$ cat src/rtl/mips_pkg.sv
// rtl/mips_pkg.sv - shared MIPS pipeline types for the data-memory controller
package mips_pkg;

  localparam logic [1:0] MEM_BYTE = 2'b00;
  localparam logic [1:0] MEM_HALF = 2'b01;
  localparam logic [1:0] MEM_WORD = 2'b10;

  typedef enum logic [1:0] {
    DMEM_IDLE = 2'd0,
    DMEM_BUSY = 2'd1,
    DMEM_DONE = 2'd2
  } dmem_state_t;

  // Size 11 falls into the word arm, matching how the lanes treat it.
  function automatic logic dmem_misaligned(input logic [1:0] size, input logic [1:0] addr_lo);
    case (size)
      MEM_BYTE: return 1'b0;
      MEM_HALF: return addr_lo[0];
      default:  return addr_lo != 2'b00;
    endcase
  endfunction

endpackage

$ cat src/rtl/dmem_ctrl_if.sv
// rtl/dmem_ctrl_if.sv - request/acknowledge data-bus interface between dmem_ctrl and memory
interface dmem_ctrl_if #(
  parameter int ADDR_W = 32
);
  logic              bus_req;
  logic              bus_we;
  logic [ADDR_W-1:0] bus_addr;
  logic [3:0]        bus_be;
  logic [31:0]       bus_wdata;
  logic              bus_ack;
  logic [31:0]       bus_rdata;

  modport master (
    output bus_req, bus_we, bus_addr, bus_be, bus_wdata,
    input  bus_ack, bus_rdata
  );

  modport slave (
    input  bus_req, bus_we, bus_addr, bus_be, bus_wdata,
    output bus_ack, bus_rdata
  );
endinterface

$ cat src/rtl/dmem_lane.sv
// rtl/dmem_lane.sv - combinational byte-lane steering: enables, store replication, load extension
module dmem_lane
  import mips_pkg::*;
(
  input  logic [1:0]  size,
  input  logic [1:0]  addr_lo,
  input  logic        is_unsigned,
  input  logic [31:0] wdata,
  input  logic [31:0] rword,
  output logic [3:0]  be,
  output logic [31:0] wdata_rep,
  output logic [31:0] rdata_ext
);
  logic [1:0]  off;
  logic [31:0] shifted;

  always_comb begin
    off       = 2'b00;
    be        = 4'b1111;
    wdata_rep = wdata;
    case (size)
      MEM_BYTE: begin
        off       = addr_lo;
        be        = 4'b0001 << addr_lo;
        wdata_rep = {4{wdata[7:0]}};
      end
      MEM_HALF: begin
        // Halves are forced to 2-byte alignment; addr_lo[0] never moves the lane.
        off       = {addr_lo[1], 1'b0};
        be        = addr_lo[1] ? 4'b1100 : 4'b0011;
        wdata_rep = {2{wdata[15:0]}};
      end
      default: ;
    endcase

    shifted = rword >> {off, 3'b000};
    case (size)
      MEM_BYTE: rdata_ext = is_unsigned ? {24'd0, shifted[7:0]}  : {{24{shifted[7]}}, shifted[7:0]};
      MEM_HALF: rdata_ext = is_unsigned ? {16'd0, shifted[15:0]} : {{16{shifted[15]}}, shifted[15:0]};
      default:  rdata_ext = shifted;
    endcase
  end
endmodule

$ cat src/rtl/dmem_ctrl.sv
// rtl/dmem_ctrl.sv - MEM-stage load/store bus controller; DMEM_ALIGN_CHECK_EN traps misaligned half/word accesses
module dmem_ctrl
  import mips_pkg::*;
#(
  parameter int ADDR_W = 32
) (
  input  logic              clk,
  input  logic              rst_n,
  input  logic              mem_read_MEM,
  input  logic              mem_write_MEM,
  input  logic [1:0]        mem_size_MEM,
  input  logic              mem_unsigned_MEM,
  input  logic [ADDR_W-1:0] addr_MEM,
  input  logic [31:0]       wdata_MEM,
  output logic [31:0]       rdata_MEM,
  output logic              mem_stall_MEM,
  output logic              misalign_MEM,
  dmem_ctrl_if.master       bus
);
  dmem_state_t       state;
  logic              req_q;
  logic              we_q;
  logic [ADDR_W-1:0] addr_q;
  logic [3:0]        be_q;
  logic [31:0]       wdata_q;
  logic [3:0]        lane_be;
  logic [31:0]       lane_wdata;
  logic [31:0]       lane_rdata;
  logic              acc;

  assign acc           = mem_read_MEM | mem_write_MEM;
  assign mem_stall_MEM = acc & (state != DMEM_DONE);

  assign bus.bus_req   = req_q;
  assign bus.bus_we    = we_q;
  assign bus.bus_addr  = addr_q;
  assign bus.bus_be    = be_q;
  assign bus.bus_wdata = wdata_q;

  // MEM inputs are frozen while stalled, so one lane instance serves both issue and ack.
  dmem_lane u_lane (
    .size        (mem_size_MEM),
    .addr_lo     (addr_MEM[1:0]),
    .is_unsigned (mem_unsigned_MEM),
    .wdata       (wdata_MEM),
    .rword       (bus.bus_rdata),
    .be          (lane_be),
    .wdata_rep   (lane_wdata),
    .rdata_ext   (lane_rdata)
  );

`ifdef DMEM_ALIGN_CHECK_EN
  logic misalign_q;
  assign misalign_MEM = misalign_q;
`else
  assign misalign_MEM = 1'b0;
`endif

  always_ff @(posedge clk or negedge rst_n) begin
    if (!rst_n) begin
      state     <= DMEM_IDLE;
      req_q     <= 1'b0;
      we_q      <= 1'b0;
      addr_q    <= '0;
      be_q      <= 4'b0000;
      wdata_q   <= 32'd0;
      rdata_MEM <= 32'd0;
`ifdef DMEM_ALIGN_CHECK_EN
      misalign_q <= 1'b0;
`endif
    end else begin
      case (state)
        DMEM_IDLE: begin
          if (acc) begin
`ifdef DMEM_ALIGN_CHECK_EN
            if (dmem_misaligned(mem_size_MEM, addr_MEM[1:0])) begin
              state      <= DMEM_DONE;
              misalign_q <= 1'b1;
            end else
`endif
            begin
              state   <= DMEM_BUSY;
              req_q   <= 1'b1;
              we_q    <= mem_write_MEM;
              addr_q  <= {addr_MEM[ADDR_W-1:2], 2'b00};
              be_q    <= lane_be;
              wdata_q <= lane_wdata;
            end
          end
        end
        DMEM_BUSY: begin
          if (bus.bus_ack) begin
            state <= DMEM_DONE;
            req_q <= 1'b0;
            if (!we_q) rdata_MEM <= lane_rdata;
          end
        end
        DMEM_DONE: begin
          state <= DMEM_IDLE;
`ifdef DMEM_ALIGN_CHECK_EN
          misalign_q <= 1'b0;
`endif
        end
        default: state <= DMEM_IDLE;
      endcase
    end
  end
endmodule

$ cat src/flat_wrapper.sv
// flat-port wrapper written by rule: the top's interface ports become plain ports
module dmem_ctrl_flat import mips_pkg::*;
#(
  parameter int ADDR_W = 32
)
  (clk, rst_n, mem_read_MEM, mem_write_MEM, mem_size_MEM, mem_unsigned_MEM, addr_MEM, wdata_MEM, rdata_MEM, mem_stall_MEM, misalign_MEM, bus_bus_req, bus_bus_we, bus_bus_addr, bus_bus_be, bus_bus_wdata, bus_bus_ack, bus_bus_rdata);
  dmem_ctrl_if #(.ADDR_W(ADDR_W)) bus_i ();
  input  logic clk;
  input  logic rst_n;
  input  logic mem_read_MEM;
  input  logic mem_write_MEM;
  input  logic [1:0] mem_size_MEM;
  input  logic mem_unsigned_MEM;
  input  logic [ADDR_W-1:0] addr_MEM;
  input  logic [31:0] wdata_MEM;
  output logic [31:0] rdata_MEM;
  output logic mem_stall_MEM;
  output logic misalign_MEM;
  output wire logic [$bits(bus_i.bus_req)-1:0] bus_bus_req;
  output wire logic [$bits(bus_i.bus_we)-1:0] bus_bus_we;
  output wire logic [$bits(bus_i.bus_addr)-1:0] bus_bus_addr;
  output wire logic [$bits(bus_i.bus_be)-1:0] bus_bus_be;
  output wire logic [$bits(bus_i.bus_wdata)-1:0] bus_bus_wdata;
  input wire logic [$bits(bus_i.bus_ack)-1:0] bus_bus_ack;
  input wire logic [$bits(bus_i.bus_rdata)-1:0] bus_bus_rdata;
  assign bus_bus_req = bus_i.bus_req;
  assign bus_bus_we = bus_i.bus_we;
  assign bus_bus_addr = bus_i.bus_addr;
  assign bus_bus_be = bus_i.bus_be;
  assign bus_bus_wdata = bus_i.bus_wdata;
  assign bus_i.bus_ack = bus_bus_ack;
  assign bus_i.bus_rdata = bus_bus_rdata;
  dmem_ctrl #(.ADDR_W(ADDR_W)) u_core (.clk(clk), .rst_n(rst_n), .mem_read_MEM(mem_read_MEM), .mem_write_MEM(mem_write_MEM), .mem_size_MEM(mem_size_MEM), .mem_unsigned_MEM(mem_unsigned_MEM), .addr_MEM(addr_MEM), .wdata_MEM(wdata_MEM), .rdata_MEM(rdata_MEM), .mem_stall_MEM(mem_stall_MEM), .misalign_MEM(misalign_MEM), .bus(bus_i));
endmodule
$ cat config.mk
export PLATFORM = sky130hd
export DESIGN_NAME = dmem_ctrl_flat
export DESIGN_NICKNAME = d
export VERILOG_FILES = /design/src/rtl/mips_pkg.sv /design/src/rtl/dmem_ctrl_if.sv /design/src/rtl/dmem_lane.sv /design/src/rtl/dmem_ctrl.sv /design/src/flat_wrapper.sv
export SDC_FILE = /design/constraint.sdc
export NUM_CORES = 1
export LEC_CHECK = 0
export ABC_CLOCK_PERIOD_IN_PS = 1700
export CAP_MARGIN = 20
export CORE_ASPECT_RATIO = 0.7
export CORE_MARGIN = 3
export CORE_UTILIZATION = 25
export CTS_BUF_LIST = sky130_fd_sc_hd__clkbuf_8
export CTS_CLUSTER_SIZE = 20
export DETAILED_ROUTE_END_ITERATION = 12
export HOLD_SLACK_MARGIN = 0.12
export SYNTH_ARGS = -nofsm -noshare
export SYNTH_HDL_FRONTEND = slang
export SYNTH_SLANG_ARGS = --single-unit
$ cat constraint.sdc
create_clock -name clk -period 1.7 [get_ports clk]
set_input_delay 0.17 -clock clk [delete_from_list [all_inputs] [get_ports clk]]
set_output_delay 0.17 -clock clk [all_outputs]
set_load 0.05 [all_outputs]
Word level (Yosys, flattened, before mapping):

Index checks and enable logic that the tools add are counted.

* equality and inequality tests: 5
* shift-type cells: 2
* muxes and demuxes: 13
* bitwise gates (word level): 3
* reduce and logical (&&, ||, !) cells: 7

Operator list (number)
* 32-bit one-hot mux with 2 select lines: 2
* 32-bit two-way mux: 2
* 32-bit by 5-bit >> shifter with 32-bit output: 1
* 2-bit one-hot mux with 2 select lines: 2
* 4-bit one-hot mux with 2 select lines: 1
* 3-bit AND reduction: 2
* 2-bit by 1-bit equality test with 1-bit output, second input constant: 2
* 2-bit logical NOT: 2
* 2-bit two-way mux: 2
* 4-bit two-way mux: 1
* 2-bit inequality test, second input constant: 2
* 2-bit AND reduction: 2
* 1-bit by 2-bit left shift with 4-bit output, first input constant: 1
* 1-bit two-way mux: 2
* 2-bit by 1-bit inequality test with 1-bit output, second input constant: 1
* 1-bit one-hot mux with 2 select lines: 1
* 2-bit nonzero test: 1
* 1-bit bitwise AND: 1
* 1-bit NOT: 1
* 1-bit bitwise OR: 1

* register bits after elaboration: 102
* bits of input ports: 104
* output and inout port bits: 104

Logic depth before layout (Yosys ltp):

Gate-level depths: netlist of run 1.

* word-level depth: 5
* gate-level depth with buffers: 7

Modules after synthesis:

From an unflattened synthesis of run 1, not the netlist that was laid out.

* cells, all modules: 374
* area total of the unflattened synthesis: 5411.4 um^2

By module, submodules not included
* dmem_ctrl: times used 1, cells an instance 230, area an instance 4117.7 um^2, seq. area each 2552.4 um^2
* dmem_lane: times used 1, cells an instance 144, area an instance 1293.7 um^2, seq. area each 0.0 um^2

Least setup slack after synthesis of run 1:

OpenSTA, ideal clock, no wires.

* path kind: flip-flop to flip-flop
* start: reg u_core.we_q, in the netlist u_core.bus.bus_we
* end: reg u_core.rdata_MEM[0]
* library setup time: 125 ps
* arrival: 1451 ps
* slack: 125 ps
* cell stages (with the launch flop): 4
* buffers on the path: 1
* clock period less this slack: 1575 ps
* cell sequence: dfrtp_1 nor2_1 buf_2 mux2_2

* longest elaborated chain between the ends: 2

Ends and longest elaborated chain
* start, declared: line dmem_ctrl.sv:22 `logic we_q;`
* start signal, assigned: line dmem_ctrl.sv:84 `we_q <= mem_write_MEM;`
* 1-bit NOT (no line)
* 3-bit AND reduction (no line)
* end signal, assigned: line dmem_ctrl.sv:95 `if (!we_q) rdata_MEM <= lane_rdata;`
* end, declared: line dmem_ctrl.sv:15 `output logic [31:0] rdata_MEM,`

Every way passes these cells.
A chain may end at the register's enable or synchronous reset.

Final worst setup path of run 1:

* start: in mem_size_MEM[0]
* end: reg u_core.rdata_MEM[13]

* longest elaborated chain between the ends: 5
* elaborated cells between the ends (all ways): 7
* classes of those cells: eq/ne: 1; shift: 1; mux: 4; reduce/logical: 1

Ends and longest elaborated chain
* start, declared: line flat_wrapper.sv:12 `input logic [1:0] mem_size_MEM;`
* 2-bit by 1-bit equality test with 1-bit output or 2-bit logical NOT (tied branches): line dmem_lane.sv:21, dmem_lane.sv:37
* 2-bit one-hot mux with 2 select lines: line dmem_lane.sv:21 `case (size)`
* 32-bit by 5-bit >> shifter with 32-bit output: line dmem_lane.sv:36 `shifted = rword >> {off, 3'b000};`
* 32-bit two-way mux, on equally long branches: line dmem_lane.sv:39, dmem_lane.sv:38
* 32-bit one-hot mux with 2 select lines (*): line dmem_lane.sv:37 `case (size)`

Every way passes the cells marked *; elsewhere a longest branch is shown, timed or not.

==> impl_metrics.prom, run 1 <==
# TYPE chip_impl_metric gauge
chip_impl_metric{name="dr_drc_count",unit=""} 0
chip_impl_metric{name="cell_count_after_synthesis",unit=""} 485
chip_impl_info{name="crit_path_top_delay_cell",value="clkdlybuf4s50_1"} 1
chip_impl_metric{name="critical_path.max_fanout",unit=""} 4
chip_impl_metric{name="post_drt_wl_per_cell",unit="um"} 16.5
chip_impl_metric{name="layout.area.seq",unit="mm^2"} 0.00255
chip_impl_metric{name="gp_congestion",unit=""} 0.790
chip_impl_metric{name="tightestPinTransition",unit="ps"} 557
chip_impl_metric{name="floorplan.die_area",unit="mm^2"} 0.0202
chip_impl_metric{name="grt-ovfl-total",unit=""} 0
chip_impl_metric{name="port-buffer-count",unit=""} 204
chip_impl_metric{name="share_of_cells_above_drive_strength_1",unit="%"} 20.5
chip_impl_metric{name="areaGrowthSynthToFinish",unit="%"} 54.1
chip_impl_metric{name="finish.net_count",unit=""} 808
chip_impl_metric{name="grtUsageTotal",unit="%"} 14.9
chip_impl_metric{name="boundaryPins",unit=""} 208
chip_impl_metric{name="clock_path_buffers",unit=""} 2
chip_impl_metric{name="fmaxAchievable",unit="GHz"} 0.617
chip_impl_metric{name="postCtsSetupRepairBufs",unit=""} 0
chip_impl_metric{name="place_worst_setup_slack",unit="ps"} -321
chip_impl_metric{name="detail_route.first_pass.iterations",unit=""} 5
chip_impl_info{name="critical_path.endpoint_type",value="flip-flop"} 1
chip_impl_info{name="outcome",value="completed"} 1
chip_impl_info{name="cts.root.buffer_cell",value="clkbuf_8"} 1
chip_impl_metric{name="power.leakage",unit="nW"} 3.38
chip_impl_metric{name="worst_hold_slack",unit="ps"} 308
chip_impl_metric{name="max-cap-violations",unit=""} 0
chip_impl_metric{name="finish.instance_area",unit="mm^2"} 0.00714
chip_impl_metric{name="timing.final.max_slew_violations",unit=""} 0
chip_impl_info{name="hp-class",value="input pin to flip-flop"} 1
chip_impl_metric{name="grt_start_max_net_pins",unit=""} 103
chip_impl_metric{name="drt_iter0_markers",unit=""} 311
chip_impl_metric{name="grt_first_pass_wirelength",unit="um"} 23900
chip_impl_info{name="tritoncts",value="yes"} 1
chip_impl_info{name="cp-start-kind",value="input pin"} 1
chip_impl_metric{name="cell_area_after_technology_mapping",unit="mm^2"} 0.00464
chip_impl_metric{name="critPathMaxStageDelay",unit="ps"} 510
chip_impl_metric{name="worst_slew_margin",unit="%"} 62.9
chip_impl_info{name="mostFrequentLayoutCell",value="nand2_1"} 1
chip_impl_metric{name="timing.critical_path.arrival",unit="ps"} 1920
chip_impl_metric{name="antennaDiodeCount",unit=""} 0
chip_impl_metric{name="synth_area_per_cell",unit="um^2"} 9.56
chip_impl_metric{name="core_area",unit="mm^2"} 0.0177
chip_impl_metric{name="numCtsBuffers",unit=""} 9
chip_impl_metric{name="fin_worst_skew",unit="ps"} 17.4
chip_impl_metric{name="filler_cell_count",unit=""} 1746
chip_impl_metric{name="routed_via_density",unit=""} 4.54
chip_impl_metric{name="total_power",unit="W"} 0.0147
chip_impl_metric{name="max-vdd-ir-drop",unit="mV"} 1.07
chip_impl_info{name="worst-setup-path-type",value="input pin to flip-flop"} 1
chip_impl_metric{name="critical_path_buf_inv_count",unit=""} 2
chip_impl_metric{name="power.density_cell_area",unit="mW/mm^2"} 2050
chip_impl_metric{name="die_y",unit="um"} 120
chip_impl_metric{name="placement.cell_area",unit="mm^2"} 0.00697
chip_impl_metric{name="worst_ep_required_time",unit="ps"} 2000
chip_impl_info{name="timing.critical_path.cells",value="clkdlybuf4s50_1 -> nand2b_1 -> buf_4 -> a21oi_2 -> o221a_2 -> o41ai_4 -> o22a_1"} 1
chip_impl_metric{name="final_period_minus_worst_setup_slack",unit="ps"} 1620
chip_impl_metric{name="place.detailed.hpwl",unit="um"} 12000
chip_impl_metric{name="antenna_violating_nets_post_route",unit=""} 0
chip_impl_metric{name="yosys_register_bits",unit=""} 102
chip_impl_metric{name="antenna_found_initial",unit=""} 0
chip_impl_metric{name="htreeDepth",unit=""} 3
chip_impl_metric{name="portion_of_the_post_synthesis_area_used_by_sequential_elements",unit="%"} 55.1
chip_impl_metric{name="setup_viol_count_final",unit=""} 0
chip_impl_metric{name="num_vias",unit=""} 4271
chip_impl_metric{name="numClockSinks",unit=""} 102
chip_impl_metric{name="layout_setup_ws",unit="ps"} 79.7
chip_impl_metric{name="die_width",unit="um"} 169
chip_impl_metric{name="floorplan.initialDensity",unit="%"} 26.2
chip_impl_metric{name="clkSlewWorstSetupHoldPaths",unit="ps"} 110
chip_impl_metric{name="insertion_delay",unit="ps"} 380
chip_impl_info{name="cpLargestDelayFamily",value="compound AO/OA/AOI/OAI gates"} 1
chip_impl_info{name="layout.cells.most_common_list",value="nand2_1 (174), dfrtp_1 (102), clkdlybuf4s50_1 (101)"} 1
chip_impl_metric{name="multiInputGateArea",unit="mm^2"} 0.00194
chip_impl_metric{name="timing.final.hold_violations",unit=""} 0
chip_impl_metric{name="drt-total-wl",unit="um"} 15500
chip_impl_metric{name="core.rowCount",unit=""} 40
chip_impl_metric{name="grt_pass1_vias",unit=""} 4269
chip_impl_metric{name="final_critical_path_share_of_the_clock_period",unit="%"} 95.3
chip_impl_metric{name="synth_cell_types",unit=""} 36
chip_impl_metric{name="synthesis.yosys.warnings",unit=""} 0
stage by stage:
stage          instances  util, %  setup TNS (ps)
3_3_place_gp         923     39.5           -6460
6_report             940     40.4               0
2_1_floorplan        487        -               0
4_1_cts              940     40.4               0
5_1_grt              940     40.4           -1.42
3_5_place_dp         923     39.5           -8380
kinds of logic after synthesis:
logic type             after synthesis  share of synthesized area (%)
flip-flops                         102                           55.1
buffers and inverters               39                           3.97
AND/OR/NAND/NOR                    218                           18.6
other                                1                         0.0809
AO/OA/AOI/OAI                       86                           11.8
multiplexers                        39                           10.5
flip-flops by register name, summed over array words and instances (netlist names):
signal / flops
u_core.bus.bus_addr: 30
u_core.rdata_MEM: 32
u_core.bus.bus_wdata: 32
u_core.bus.bus_be: 4
u_core.state: 2
u_core.bus.bus_req: 1
u_core.bus.bus_we: 1
final cells by class:
cell class | count | area share, %
clock inverter | 6 | 0.753
tap | 231 | 4.05
sequential | 102 | 35.7
timing repair buffer | 240 | 30.1
inverter | 5 | 0.263
multi-input combinational | 346 | 27.2
clock buffer | 10 | 1.93
per-layer routing:
metal	share of wire [%]	GRT usage, %	up-vias
li1	-	-	2046
met1	46	20.8	2052
met2	44	22.0	159
met3	8.7	5.20	14
met4	1.1	3.47	0
met5	0	0	-
final timing paths:
path                                         startpoint                       end  slack, ps  cells after the start
worst max-delay path                    mem_size_MEM[0]      u_core.rdata_MEM[13]         80                      7
worst min-delay path                    mem_size_MEM[1]      u_core.rdata_MEM[22]        310                      4
worst max register to register          u_core.state[1]      u_core.rdata_MEM[29]        230                      6
worst min register to register  u_core.bus.bus_addr[19]   u_core.bus.bus_addr[19]        480                      2
max in group asynchronous                         rst_n  u_core.bus.bus_wdata[22]        890                      3
min in group asynchronous                         rst_n    u_core.bus.bus_addr[8]        390                      3
worst reg2reg max path: cells and delay by family, from the launching register on:
family | cells | cell delay (ps)
buffers and inverters | 2 | 380
AOI/OAI and AO/OA | 1 | 150
and+or+nand+nor | 3 | 450
DFF | 1 | 430
Yosys cell counts (all sizes together):
| cell | number | share of area, % |
|---|---|---|
| buf | 13 | 1.9 |
| nor2 | 35 | 3.0 |
| o31ai | 2 | 0.32 |
| clkbuf | 21 | 1.7 |
| and4bb | 1 | 0.27 |
| o22a | 4 | 0.76 |
| a22o | 1 | 0.19 |
| nand3b | 1 | 0.16 |
| o41ai | 1 | 0.59 |
| inv | 5 | 0.40 |
| a32oi | 2 | 0.78 |
| o221ai | 1 | 0.19 |
| nor4bb | 1 | 0.22 |
| mux2i | 25 | 5.4 |
| nand2b | 2 | 0.27 |
| conb | 1 | 0.081 |
| dfrtp | 102 | 55 |
| nand2 | 175 | 14 |
| mux2 | 7 | 1.7 |
| nor3 | 2 | 0.22 |
| mux4 | 7 | 3.4 |
| a31oi | 16 | 2.2 |
| o21ai | 34 | 3.7 |
| a21oi | 20 | 2.2 |
| a22oi | 3 | 0.49 |
| a21boi | 1 | 0.16 |
| o221a | 1 | 0.24 |
| nor2b | 1 | 0.14 |
report_power, final:
part           internal (W)  total [W]  switching, W
clock network      0.000599    0.00153      0.000926
logic               0.00256    0.00880       0.00624
registers           0.00363    0.00434      0.000712
what timing repair did:
| action | CTS | global route |
|---|---|---|
| endpoints found under the setup margin | 35 | 13 |
| hold buffers | 1 | 0 |
| cloned | 0 | 0 |
| gates resized for setup | 35 | 3 |
| hold endpoints to repair | 102 | 0 |
No activity file was read; power rests on OpenSTA's default activity.
==> run 2, diff against run 1 <==
- GPL_TIMING_DRIVEN: unset -> 0
==> impl_metrics.prom, run 2 (synthesis gave the netlist of run 1 again) <==
# TYPE chip_impl_metric gauge
chip_impl_metric{name="final_core_utilization",unit="%"} 40.8
chip_impl_metric{name="max-cap-violations",unit=""} 0
chip_impl_metric{name="final_period_minus_worst_setup_slack",unit="ps"} 1610
chip_impl_metric{name="post_drt_wl_per_cell",unit="um"} 17.3
chip_impl_metric{name="floorplan.die_area",unit="mm^2"} 0.0202
chip_impl_metric{name="timing.final.hold_violations",unit=""} 0
chip_impl_metric{name="ff2ff_setup_slack",unit="ps"} 90
chip_impl_info{name="critical_path.endpoint_type",value="flip-flop"} 1
chip_impl_metric{name="total_power",unit="W"} 0.0144
chip_impl_info{name="crit_path_top_delay_cell",value="dfrtp_1"} 1
chip_impl_metric{name="worst_slew_margin",unit="%"} 48.8
chip_impl_metric{name="port-buffer-count",unit=""} 204
chip_impl_info{name="outcome",value="completed"} 1
chip_impl_info{name="timing.critical_path.cells",value="nand3b_1 -> nor2_4 -> buf_6 -> mux2_2"} 1
chip_impl_info{name="tritoncts",value="yes"} 1
chip_impl_metric{name="clock_path_buffers",unit=""} 2
chip_impl_metric{name="share_clk_of_total_power",unit="%"} 11.3
chip_impl_metric{name="grt_first_pass_wirelength",unit="um"} 25200
chip_impl_metric{name="fmaxAchievable",unit="GHz"} 0.622
chip_impl_metric{name="switching_share",unit="%"} 54.4
chip_impl_metric{name="pwr-share-comb",unit="%"} 59.4
chip_impl_metric{name="dp.cells",unit=""} 923
chip_impl_metric{name="num_vias",unit=""} 4214
chip_impl_metric{name="die_width",unit="um"} 169
chip_impl_info{name="hp-class",value="input pin to flip-flop"} 1
chip_impl_metric{name="final_critical_path_share_of_the_clock_period",unit="%"} 94.6
chip_impl_metric{name="grt-ovfl-total",unit=""} 0
chip_impl_metric{name="die_y",unit="um"} 120
chip_impl_metric{name="tightestPinTransition",unit="ps"} 767
chip_impl_metric{name="layoutNonFillerInstCount",unit=""} 946
chip_impl_info{name="grt_setup_unrepaired",value="false"} 1
chip_impl_info{name="cts.root.buffer_cell",value="clkbuf_8"} 1
chip_impl_info{name="cp-start-kind",value="flip-flop"} 1
chip_impl_metric{name="clkSlewWorstSetupHoldPaths",unit="ps"} 100
chip_impl_metric{name="layout_setup_ws",unit="ps"} 91.7
chip_impl_metric{name="gp_congestion",unit=""} 0.796
chip_impl_metric{name="numClockSinks",unit=""} 102
chip_impl_metric{name="relative_contribution_of_sequential_cells_to_total_power",unit="%"} 29.3
chip_impl_metric{name="p_int",unit="W"} 0.00658
chip_impl_metric{name="timing.critical_path.arrival",unit="ps"} 1870
chip_impl_metric{name="drt-total-wl",unit="um"} 16400
chip_impl_metric{name="insertion_delay",unit="ps"} 380
chip_impl_metric{name="grt_pass1_vias",unit=""} 4308
chip_impl_metric{name="setup_viol_count_final",unit=""} 0
chip_impl_metric{name="place.detailed.hpwl",unit="um"} 12500
chip_impl_metric{name="antennaDiodeCount",unit=""} 0
chip_impl_metric{name="power.leakage",unit="nW"} 3.45
chip_impl_metric{name="core_area",unit="mm^2"} 0.0177
chip_impl_metric{name="timing.final.max_slew_violations",unit=""} 0
chip_impl_metric{name="critical_path.max_fanout",unit=""} 10
chip_impl_metric{name="dr_drc_count",unit=""} 0
chip_impl_info{name="layout.cells.most_common_list",value="nand2_1 (174), dfrtp_1 (102), dlygate4sd2_1 (101)"} 1
chip_impl_metric{name="numCtsBuffers",unit=""} 9
chip_impl_metric{name="htreeDepth",unit=""} 3
chip_impl_metric{name="netSwitchingPower",unit="W"} 0.00786
chip_impl_metric{name="finish.net_count",unit=""} 814
chip_impl_metric{name="core.rowCount",unit=""} 40
chip_impl_metric{name="critPathMaxStageDelay",unit="ps"} 450
chip_impl_metric{name="antenna_violating_nets_post_route",unit=""} 0
chip_impl_metric{name="grtUsageTotal",unit="%"} 16.0
chip_impl_metric{name="boundaryPins",unit=""} 208
chip_impl_metric{name="areaGrowthSynthToFinish",unit="%"} 55.7
chip_impl_metric{name="place_worst_setup_slack",unit="ps"} -624
chip_impl_metric{name="drt_iter0_markers",unit=""} 292
chip_impl_info{name="worst-setup-path-type",value="flip-flop to flip-flop"} 1
chip_impl_metric{name="power.density_cell_area",unit="mW/mm^2"} 2000
chip_impl_metric{name="filler_cell_count",unit=""} 1850
chip_impl_metric{name="fin_worst_skew",unit="ps"} 8.25
chip_impl_metric{name="critical_path_buf_inv_count",unit=""} 1
chip_impl_metric{name="detail_route.first_pass.iterations",unit=""} 4
chip_impl_info{name="mostFrequentLayoutCell",value="nand2_1"} 1
chip_impl_info{name="cpLargestDelayFamily",value="simple AND/OR/NAND/NOR gates"} 1
chip_impl_metric{name="floorplan.initialDensity",unit="%"} 26.2
chip_impl_metric{name="share_of_cells_above_drive_strength_1",unit="%"} 11.0
chip_impl_metric{name="worst_ep_required_time",unit="ps"} 1960
chip_impl_metric{name="routed_via_density",unit=""} 4.45
chip_impl_metric{name="fin_setup_tns",unit="ps"} 0
chip_impl_metric{name="max-vdd-ir-drop",unit="mV"} 1.12
chip_impl_metric{name="grt_start_max_net_pins",unit=""} 56
chip_impl_metric{name="antenna_found_initial",unit=""} 0
## run 2: final timing paths
kind,end,cells past startpoint,from
setup / recovery,u_core.rdata_MEM[6],4,u_core.state[1]
hold / removal,u_core.bus.bus_addr[29],3,addr_MEM[29]
setup reg to reg,u_core.rdata_MEM[6],4,u_core.state[1]
hold reg to reg,u_core.bus.bus_addr[23],2,u_core.bus.bus_addr[23]
max in group asynchronous,u_core.bus.bus_wdata[30],3,rst_n
min in group asynchronous,u_core.bus.bus_addr[8],2,rst_n
## run 2: power groups by stage
| stage | logic (W) | clock network (W) | registers (W) |
|---|---|---|---|
| after CTS | 0.00864 | 0.00169 | 0.00425 |
| after detailed placement | 0.00942 | 0 | 0.00431 |
| after global routing | 0.00916 | 0.00179 | 0.00440 |
| final | 0.00858 | 0.00163 | 0.00424 |
| after floorplan | 0.00182 | 0 | 0.00839 |
| after global placement | 0.00941 | 0 | 0.00427 |
## run 2: worst min-delay path: stages
cell	delay [ps]
clkdlybuf4s50_1	390
nand2_1	60
nand2_1	40
## run 2: metal layers
layer | vias to the layer above | GRT usage, % | share of wire [%]
li1 | 2070 | - | -
met1 | 1986 | 23.1 | 47
met2 | 148 | 23.0 | 42
met3 | 10 | 5.60 | 9.4
met4 | 0 | 3.32 | 0.74
met5 | - | 0 | 0
## run 2: cell type report
cell class	count	area [um^2]	share of cell area (%)
inverter	5	18.8	0.260
clock buffer	10	138	1.91
tap	231	289	4.00
clock inverter	6	70.1	0.971
multi-input combinational	346	1950	27.1
sequential	102	2550	35.4
timing repair buffer	212	2000	27.7
buffer	34	198	2.74
## run 2: stage by stage
stage | hold slack (ps) | area, um^2
after floorplan | -126 | 4640
after global placement | 458 | 6970
after detailed placement | 285 | 7000
after CTS | 283 | 7130
after global routing | 292 | 7220
final | 312 | 7220
## run 2: what timing repair did
item | CTS | global route
setup buffers | 1 | 5
endpoints found under the setup margin | 201 | 99
gates resized for setup | 117 | 32
endpoints found under the hold margin | 54 | 0
hold buffers | 1 | 0
cloned | 0 | 0
pin swaps | 1 | 4
==> run 3, diff against run 2 <==
- ABC_AREA: unset -> 1
- CORE_MARGIN: 3 -> 5
- TNS_END_PERCENT: unset -> 100
==> impl_metrics.prom, run 3 <==
# TYPE chip_impl_metric gauge
chip_impl_metric{name="die_y",unit="um"} 129
chip_impl_metric{name="drt_iter0_markers",unit=""} 387
chip_impl_metric{name="grt-ovfl-total",unit=""} 0
chip_impl_metric{name="final_period_minus_worst_setup_slack",unit="ps"} 1560
chip_impl_metric{name="die_width",unit="um"} 180
chip_impl_metric{name="grt_first_pass_wirelength",unit="um"} 29400
chip_impl_metric{name="worst_ep_required_time",unit="ps"} 1990
chip_impl_metric{name="areaGrowthSynthToFinish",unit="%"} 50.9
chip_impl_info{name="yosysMostFrequentCell",value="nand2_1"} 1
chip_impl_metric{name="routed_via_density",unit=""} 4.33
chip_impl_metric{name="ys_async_sr_fraction",unit="%"} 100
chip_impl_info{name="tritoncts",value="yes"} 1
chip_impl_metric{name="power.leakage",unit="nW"} 3.89
chip_impl_info{name="grt_setup_unrepaired",value="false"} 1
chip_impl_metric{name="r2r.worst_path.cells",unit=""} 11
chip_impl_info{name="outcome",value="completed"} 1
chip_impl_metric{name="boundaryPins",unit=""} 208
chip_impl_metric{name="postCtsSetupRepairBufs",unit=""} 0
chip_impl_metric{name="antennaDiodeCount",unit=""} 0
chip_impl_info{name="synth.area.top_cells",value="dfrtp_1 (51%), nand2_1 (18%), nand3_1 (5.6%)"} 1
chip_impl_info{name="synth_largest_area_cell",value="dfrtp_1"} 1
chip_impl_metric{name="grt_pass1_vias",unit=""} 4992
chip_impl_metric{name="gp_congestion",unit=""} 0.956
chip_impl_info{name="cp-start-kind",value="flip-flop"} 1
chip_impl_metric{name="fin_worst_skew",unit="ps"} 11.9
chip_impl_info{name="critical_path.endpoint_type",value="flip-flop"} 1
chip_impl_metric{name="synth_area_per_cell",unit="um^2"} 7.77
chip_impl_info{name="worst_r2r_end",value="u_core.rdata_MEM[23]"} 1
chip_impl_metric{name="numClockSinks",unit=""} 102
chip_impl_metric{name="dr_drc_count",unit=""} 0
chip_impl_metric{name="yosys_register_bits",unit=""} 102
chip_impl_metric{name="detail_route.first_pass.iterations",unit=""} 5
chip_impl_metric{name="numCtsBuffers",unit=""} 9
chip_impl_metric{name="synth-edff-count",unit=""} 0
chip_impl_metric{name="max-vdd-ir-drop",unit="mV"} 0.854
chip_impl_info{name="critical_path.reg2reg.startpoint",value="u_core.state[1]"} 1
chip_impl_info{name="mostFrequentLayoutCell",value="nand2_1"} 1
chip_impl_metric{name="timing.final.max_slew_violations",unit=""} 0
chip_impl_metric{name="final_critical_path_share_of_the_clock_period",unit="%"} 91.6
chip_impl_metric{name="grt_start_max_net_pins",unit=""} 67
chip_impl_metric{name="timing.final.hold_violations",unit=""} 0
chip_impl_metric{name="floorplan.initialDensity",unit="%"} 25.5
chip_impl_metric{name="clock_path_buffers",unit=""} 2
chip_impl_metric{name="ff2ff_setup_slack",unit="ps"} 140
chip_impl_info{name="postSynth.topFlopCell",value="dfrtp_1"} 1
chip_impl_metric{name="drt-total-wl",unit="um"} 18900
chip_impl_metric{name="total_power",unit="W"} 0.0152
chip_impl_metric{name="insertion_delay",unit="ps"} 390
chip_impl_info{name="hp-class",value="input pin to asynchronous set/reset pin"} 1
chip_impl_metric{name="tightestPinTransition",unit="ps"} 584
chip_impl_metric{name="finish.net_count",unit=""} 969
chip_impl_metric{name="synth_cell_types",unit=""} 25
chip_impl_metric{name="antenna_violating_nets_post_route",unit=""} 0
chip_impl_metric{name="core_area",unit="mm^2"} 0.0198
chip_impl_metric{name="share_of_cells_above_drive_strength_1",unit="%"} 10.6
chip_impl_metric{name="antenna_found_initial",unit=""} 0
chip_impl_metric{name="htreeDepth",unit=""} 3
chip_impl_metric{name="port-buffer-count",unit=""} 201
chip_impl_metric{name="synthesis.yosys.warnings",unit=""} 0
chip_impl_metric{name="fin_setup_tns",unit="ps"} 0
chip_impl_metric{name="portion_of_the_post_synthesis_area_used_by_sequential_elements",unit="%"} 50.6
chip_impl_info{name="synthTopCellsByCount",value="nand2_1 (247), dfrtp_1 (102), nand3_1 (56)"} 1
chip_impl_metric{name="timing.critical_path.arrival",unit="ps"} 1850
chip_impl_metric{name="synth.top_cell.area_share",unit="%"} 50.6
chip_impl_info{name="layout.cells.most_common_list",value="nand2_1 (246), dfrtp_1 (102), dlygate4sd2_1 (100)"} 1
chip_impl_metric{name="setup_viol_count_final",unit=""} 0
chip_impl_metric{name="max-cap-violations",unit=""} 0
chip_impl_metric{name="grtUsageTotal",unit="%"} 16.3
chip_impl_metric{name="post_drt_wl_per_cell",unit="um"} 16.6
chip_impl_metric{name="cell_area_after_technology_mapping",unit="mm^2"} 0.00504
chip_impl_metric{name="place.detailed.hpwl",unit="um"} 14600
chip_impl_metric{name="floorplan.die_area",unit="mm^2"} 0.0231
chip_impl_metric{name="core.rowCount",unit=""} 43
chip_impl_metric{name="final_core_utilization",unit="%"} 38.4
chip_impl_metric{name="cell_count_after_synthesis",unit=""} 649
chip_impl_metric{name="num_vias",unit=""} 4933
chip_impl_metric{name="clkSlewWorstSetupHoldPaths",unit="ps"} 100
chip_impl_metric{name="fmaxAchievable",unit="GHz"} 0.642
chip_impl_metric{name="worst_slew_margin",unit="%"} 61.2
chip_impl_metric{name="critical_path.max_fanout",unit=""} 10
chip_impl_metric{name="power.density_cell_area",unit="mW/mm^2"} 2000
chip_impl_info{name="cts.root.buffer_cell",value="clkbuf_8"} 1
chip_impl_info{name="worst-setup-path-type",value="flip-flop to flip-flop"} 1
-- run 3: through the flow --
| stage | cells | setup slack, ps | hold WS [ps] | instance area (um^2) |
|---|---|---|---|---|
| 5_1_grt | 1140 | 7.03 | 248 | 7610 |
| 3_5_place_dp | 1123 | -408 | 105 | 7430 |
| 6_report | 1140 | 143 | 242 | 7610 |
| 2_1_floorplan | 651 | 184 | -126 | 5050 |
| 4_1_cts | 1140 | 16.1 | 237 | 7590 |
| 3_3_place_gp | 1122 | -3900 | 462 | 7400 |
-- run 3: kinds of logic (layout without fill, tap and decap cells) --
family | count (synthesis) | in the layout | synth area share [%]
flops | 102 | 102 | 50.6
other cells | 1 | 3 | 0.0744
simple gates | 357 | 357 | 30.6
compound gates | 91 | 91 | 9.73
buf+inv | 98 | 317 | 8.96
-- run 3: layout make-up --
| cell class | instances | area (um^2) |
|---|---|---|
| multi-input combinational | 451 | 2050 |
| clock buffer | 9 | 124 |
| tap | 270 | 338 |
| timing repair buffer | 203 | 1920 |
| buffer | 43 | 268 |
| clock inverter | 7 | 144 |
| fill | 2140 | 12200 |
| inverter | 55 | 209 |
| sequential | 102 | 2550 |
-- run 3: worst max-delay path: stages, from the launching register on --
cell and delay, ps:
dfrtp_1 390, inv_1 70, nand2_1 80, nor2_2 130, nand2_2 120, inv_2 140, buf_4 200, nand2_1 80
inv_1 60, nand3_1 90, nand2_1 70, inv_1 40
-- run 3: what timing repair did --
action                                  CTS  global route
cloned                                    0             0
endpoints found under the setup margin  125            60
hold endpoints to repair                102             0
resized for setup                       106            16
hold buffers                              1             0
-- run 3: how the worst max path moves through the flow --
stage / startpoint / endpoint / slack, ps / depth (start not counted)
after floorplan: u_core.bus.bus_we / u_core.rdata_MEM[27] / 180 / 7
after CTS: u_core.state[1] / u_core.rdata_MEM[24] / 20 / 9
after global placement: rst_n / u_core.bus.bus_addr[31] / -3900 / 1
after detailed placement: mem_write_MEM / u_core.bus.bus_addr[25] / -410 / 6
final: u_core.state[1] / u_core.rdata_MEM[23] / 140 / 11
after global routing: u_core.state[1] / u_core.rdata_MEM[23] / 7 / 11
-- run 3: where the power goes --
| part | switching, W | total [W] | internal (W) |
|---|---|---|---|
| Combinational | 0.00658 | 0.00891 | 0.00233 |
| Sequential | 0.000597 | 0.00421 | 0.00361 |
| Clock | 0.000937 | 0.00207 | 0.00114 |
-- run 3: routing by layer --
layer / vias to the layer above / global-route usage (%) / routed length [um]
li1: 2472 / - / -
met1: 2280 / 24.4 / 9530
met2: 163 / 23.6 / 7970
met3: 18 / 4.21 / 1100
met4: 0 / 3.63 / 299
met5: - / 0 / 0
